===== src/rtl/pc_fetch_ctrl_pkg.sv =====
// Shared definitions for the fetch controller: FSM state encoding, default reset PC and
// instruction width. The datapath width comes from the global `CPU_WIDTH define; a fallback
// of 32 is provided here so the slice builds stand-alone.
//
// Optional feature macro used by the slice: PC_MISALIGN_CHK_EN.

`ifndef CPU_WIDTH
`define CPU_WIDTH 32
`endif

package pc_fetch_ctrl_pkg;

   localparam int unsigned INST_WIDTH = 32;

   localparam logic [`CPU_WIDTH-1:0] DEFAULT_RST_PC = '0;

   typedef enum logic [1:0] {
      StIdle = 2'b00,
      StReq  = 2'b01,
      StExec = 2'b10,
      StHalt = 2'b11
   } fetch_state_e;

endpackage


===== src/rtl/pc_next_sel.sv =====
// Combinational next-PC select for the fetch controller.
//
// Ports:
//   take      - taken redirect (branch & zero)
//   pc_add4   - sequential successor of the current pc
//   pc_shift  - branch target (pc + imm)
//   next_pc   - selected next pc; a redirect target always has bits [1:0] cleared
//   misalign  - taken redirect whose raw target is not word aligned

`ifndef CPU_WIDTH
`define CPU_WIDTH 32
`endif

module pc_next_sel (
   input  logic                  take,
   input  logic [`CPU_WIDTH-1:0] pc_add4,
   input  logic [`CPU_WIDTH-1:0] pc_shift,
   output logic [`CPU_WIDTH-1:0] next_pc,
   output logic                  misalign
);

   always_comb begin
      next_pc  = pc_add4;
      misalign = 1'b0;
      if (take) begin
         next_pc  = {pc_shift[`CPU_WIDTH-1:2], 2'b00};
         misalign = (pc_shift[1:0] != 2'b00);
      end
   end

endmodule


===== src/rtl/pc_fetch_ctrl.sv =====
// Instruction fetch sequencer: owns the PC, issues one imem request per instruction over a
// req/ack handshake, holds the fetched instruction for decode while the core stalls, and
// applies the taken-branch redirect when the instruction retires.
//
// Optional feature macro: PC_MISALIGN_CHK_EN. When defined, a taken redirect to a target with
// non-zero low bits halts fetch and raises sticky misalign_err instead of retiring. When
// undefined the low target bits are dropped and misalign_err is tied low.
//
// Ports:
//   clk, rst            - clock (rising edge), synchronous active-high reset
//   branch, zero        - redirect condition, sampled only when retiring
//   pc_shift            - redirect target
//   stall               - blocks retirement of the held instruction
//   imem_ack/imem_rdata - imem handshake response and instruction word
//   imem_req/imem_addr  - imem fetch request and address (== pc)
//   pc, pc_add4         - current pc and its wrapping successor
//   inst, inst_vld      - held instruction and its valid flag
//   ret_cnt             - retired-instruction counter (wraps)
//   misalign_err        - sticky misaligned-target error

`ifndef CPU_WIDTH
`define CPU_WIDTH 32
`endif

module pc_fetch_ctrl
   import pc_fetch_ctrl_pkg::*;
#(
   parameter logic [`CPU_WIDTH-1:0] RST_PC = DEFAULT_RST_PC
) (
   input  logic                  clk,
   input  logic                  rst,
   input  logic                  branch,
   input  logic                  zero,
   input  logic [`CPU_WIDTH-1:0] pc_shift,
   input  logic                  stall,
   input  logic                  imem_ack,
   input  logic [INST_WIDTH-1:0] imem_rdata,
   output logic                  imem_req,
   output logic [`CPU_WIDTH-1:0] imem_addr,
   output logic [`CPU_WIDTH-1:0] pc,
   output logic [`CPU_WIDTH-1:0] pc_add4,
   output logic [INST_WIDTH-1:0] inst,
   output logic                  inst_vld,
   output logic [31:0]           ret_cnt,
   output logic                  misalign_err
);

   localparam int unsigned W = `CPU_WIDTH;

   fetch_state_e          state_q, state_d;
   logic [W-1:0]          pc_q, pc_d;
   logic [INST_WIDTH-1:0] inst_q, inst_d;
   logic                  inst_vld_q, inst_vld_d;
   logic [31:0]           ret_cnt_q, ret_cnt_d;
   logic [W-1:0]          next_pc;
   logic                  misalign;

   assign pc_add4 = pc_q + W'(4);

   pc_next_sel u_pc_next_sel (
      .take     (branch & zero),
      .pc_add4  (pc_add4),
      .pc_shift (pc_shift),
      .next_pc  (next_pc),
      .misalign (misalign)
   );

`ifdef PC_MISALIGN_CHK_EN
   logic misalign_err_q, misalign_err_d;
   assign misalign_err = misalign_err_q;
`else
   logic unused_misalign;
   assign unused_misalign = misalign;
   assign misalign_err    = 1'b0;
`endif

   always_comb begin
      state_d    = state_q;
      pc_d       = pc_q;
      inst_d     = inst_q;
      inst_vld_d = inst_vld_q;
      ret_cnt_d  = ret_cnt_q;
      imem_req   = 1'b0;
`ifdef PC_MISALIGN_CHK_EN
      misalign_err_d = misalign_err_q;
`endif
      unique case (state_q)
         StIdle: state_d = StReq;
         StReq: begin
            imem_req = 1'b1;
            if (imem_ack) begin
               inst_d     = imem_rdata;
               inst_vld_d = 1'b1;
               state_d    = StExec;
            end
         end
         StExec: begin
            if (!stall) begin
`ifdef PC_MISALIGN_CHK_EN
               if (misalign) begin
                  // Faulting redirect never retires: pc and ret_cnt keep their values.
                  misalign_err_d = 1'b1;
                  inst_vld_d     = 1'b0;
                  state_d        = StHalt;
               end else
`endif
               begin
                  ret_cnt_d  = ret_cnt_q + 32'd1;
                  pc_d       = next_pc;
                  inst_vld_d = 1'b0;
                  state_d    = StReq;
               end
            end
         end
`ifdef PC_MISALIGN_CHK_EN
         StHalt: state_d = StHalt;
`endif
         default: state_d = StIdle;
      endcase
   end

   always_ff @(posedge clk) begin
      if (rst) begin
         state_q    <= StIdle;
         pc_q       <= RST_PC;
         inst_q     <= '0;
         inst_vld_q <= 1'b0;
         ret_cnt_q  <= '0;
`ifdef PC_MISALIGN_CHK_EN
         misalign_err_q <= 1'b0;
`endif
      end else begin
         state_q    <= state_d;
         pc_q       <= pc_d;
         inst_q     <= inst_d;
         inst_vld_q <= inst_vld_d;
         ret_cnt_q  <= ret_cnt_d;
`ifdef PC_MISALIGN_CHK_EN
         misalign_err_q <= misalign_err_d;
`endif
      end
   end

   assign pc        = pc_q;
   assign imem_addr = pc_q;
   assign inst      = inst_q;
   assign inst_vld  = inst_vld_q;
   assign ret_cnt   = ret_cnt_q;

endmodule


===== config.mk =====
export PLATFORM = sky130hd
export DESIGN_NAME = pc_fetch_ctrl
export DESIGN_NICKNAME = d
export VERILOG_FILES = /design/src/rtl/pc_fetch_ctrl_pkg.sv /design/src/rtl/pc_next_sel.sv /design/src/rtl/pc_fetch_ctrl.sv
export SDC_FILE = /design/constraint.sdc
export NUM_CORES = 1
export LEC_CHECK = 0
export ABC_AREA = 1
export CAP_MARGIN = 20
export CORE_MARGIN = 4
export CORE_UTILIZATION = 39
export CTS_CLUSTER_DIAMETER = 50
export DETAILED_ROUTE_END_ITERATION = 8
export PLACE_DENSITY = 0.77
export SETUP_SLACK_MARGIN = 0.05
export SLEW_MARGIN = 20
export SYNTH_ARGS = -nofsm -noshare
export SYNTH_HDL_FRONTEND = slang
export SYNTH_SLANG_ARGS = --single-unit

===== constraint.sdc =====
create_clock -name clk -period 1.4 [get_ports clk]
set_input_delay 0.21 -clock clk [delete_from_list [all_inputs] [get_ports clk]]
set_output_delay 0.21 -clock clk [all_outputs]
set_load 0.02 [all_outputs]

==> reports/metrics.yaml <==
run_status: "complete, but fails checks"
violations: "negative setup slack"
finClkSkew_ps: 6.40
drt_iter0_markers: 379
final_common_cell: "nand2_1"
yosysSeqAreaShare: 0.347
crit_type: "reg -> out"
fin_total_pwr_mw: 6.66
power_leakage_nw: 4.16
max_freq_ghz: 0.504
syn_area_um2: 5600
worstSetupStartpoint: "imem_addr[3]"
wire_per_inst_um: 15.7
synth-seq-cells: 97
maxCapViolCount: 0
wl_um: 20900
synth_area_leaders: "dfxtp_1 (35%), nand2_1 (16%), a21oi_1 (9.7%)"
tns_ps: -16470
ys_warn_count: 0
setup_viol: 57
finalCriticalPeriod_ps: 1980
synth_cell_types: 30
dp.cells: 1292
postCtsHoldBufs: 0
rsz0062_at_grt: "yes"
worst_hold_slack_ps: 308
h-tree-depth: 3
port_buffers: 223
drv_slew: 0
initial_core_util: 0.400
overflow: 0
cp_max_fo: 5
hold_viol: 0
ir_worst_vdd_uv: 680
post-place-ws_ps: -683
grt_pass1_wl_um: 31300
die_w_um: 128
clockBufferDepth: 2
grt_max_degree: 50
reg2reg_from: "imem_addr[3]"
combPwrFrac: 0.173
final_cell_mix: "nand2_1 (191), buf_4 (103), a21oi_1 (85)"
switching_share: 0.272
first_pass_iters: 5
postPlaceCellArea_um2: 8750
netlist_instances: 851
cp_num_cells: 9
r2r_end: "imem_addr[18]"
final_cell_area_um2: 9790
core-area_um2: 14000
gp_congestion: 0.886
path_cells: "buf_6 -> nand2_4 -> nor2_4 -> nand2_4 -> nor2_4 -> nand2_1 -> nand2_1 -> and2_4 -> buf_6"
ant_nets: 0
num_vias: 6729
hpwl_um: 14600
startpoint_type: "register"
diodes: 0
antenna_found_initial: 0
cp.required_ps: 1190
cts_tree: "done"
maxSlewHeadroom: 0.633
syn_area_per_cell_um2: 6.58
die_y_um: 128
p_switching_mw: 1.81
fin_util: 0.700
ff2ff_path_depth: 12
power_frac_seq: 0.431
drive_above_1_share: 0.415
numCtsBuffers: 9
root_buffer: "clkbuf_16"
path_buf_inv: 2
synth_area_leader_cell: "dfxtp_1"
r2r_setup_slack_ps: -390
drc: 0
nets: 1224
track_usage: 0.237
worst-slew-pin-transition_ps: 550
arrival_ps: 1770
crit_end: "pc_add4[19]"
layout-area-overhead-vs-synth_pct: 75.0
critPathTopFamily: "simple AND/OR/NAND/NOR gates"
die_area_um2: 16300
powerDensity_nw_per_um2: 680
max_stage_delay_ps: 360
fillerInstances: 1118
final.period_utilization: 1.42
clk_latency_ps: 350
numClockSinks: 97
worst_path_max_delay_cell: "dfxtp_4"
io_pins: 233
synth.top_cell.area_share: 0.347
p_int_mw: 4.85
pwr-share-clk: 0.396
grt_pass1_vias: 6410
num_rows: 43
instances_no_fill: 1337
fin_ws_ps: -583
viasPerCell: 5.03
hp-class: "in -> reg"
critPathCaptureType: "output pin"
clk_pin_slew_worst_paths_ps: 70
-- cell type report --
cell class | instances | area [um2] | area share
flip-flops and latches | 97 | 2050 | 0.210
well taps | 180 | 225 | 0.0230
multi-input cells | 629 | 3810 | 0.389
clock inverters | 5 | 62.6 | 0.00639
repair buffers | 356 | 3160 | 0.323
inverters | 59 | 224 | 0.0229
clock buffers | 11 | 253 | 0.0258
-- cells by family (layout without fill, tap and decap cells) --
logic type,Yosys count,count (layout),synth area share
flops,97,97,0.347
buf+inv,131,431,0.113
xor+xnor,19,19,0.0378
compound gates,149,149,0.134
fa+ha+maj,2,2,0.00447
other cells,1,7,0.000670
simple gates,452,452,0.363
-- worst min path at each step --
stage,startpoint,to,slack (ps),cells after the start
6_report,rst,ret_cnt[17],310,5
5_1_grt,rst,ret_cnt[16],330,5
4_1_cts,rst,ret_cnt[20],310,5
3_5_place_dp,ret_cnt[11],ret_cnt[11],450,1
3_3_place_gp,ret_cnt[11],ret_cnt[11],440,1
2_1_floorplan,pc_shift[3],imem_addr[3],340,2
-- worst min-delay path, delay by kind of cell --
kind,cells,cell delay (ps)
buffers and inverters,3,330
AND/OR/NAND/NOR,2,90
-- power groups by stage --
stage	registers, mW	logic, mW	clock network (mW)
finish	2.87	1.15	2.64
detailed placement	2.95	1.12	0
floorplan	3.05	0.419	0
CTS	2.88	1.10	2.67
global route	2.88	1.22	2.80
global placement	2.94	1.11	0
-- metal layers --
layer  routed length, um  vias up  track usage
met4                 563        0       0.0693
met1                8120     3102        0.281
met2               10200      303        0.404
met3                2070       46       0.0821
met5                   0        -            0
li1                    -     3278            -
-- Yosys cell counts --
cell	n
nand2_1	240
a21oi_1	109
dfxtp_1	97
nor2_1	95
nand3_1	63
inv_1	59
o21ai_0	38
buf_4	37
clkbuf_1	32
nor2_4	14
nor2_2	9
xor2_1	8
nand4_1	7
and2_1	6
xor2_2	6
nand3b_1	5
xnor2_1	5
nand2_2	4
nand3_2	3
buf_2	2
ha_1	2
nand2_4	2
a31oi_1	1
clkbuf_2	1
conb_1	1
nand3_4	1
nor3_2	1
nor3b_2	1
nor4_1	1
o21bai_1	1
-- sequential cells by signal (all words and copies together), names as in the netlist --
name and count:
ret_cnt 32, state_q 2, imem_addr 30, inst 32, inst_vld 1
-- timing repair --
item,4_1_cts,5_1_grt
setup buffers,17,16
resized for setup,469,241
setup endpoints to repair,240,177
pin swaps,42,75
No activity file was read; power rests on OpenSTA's default activity.
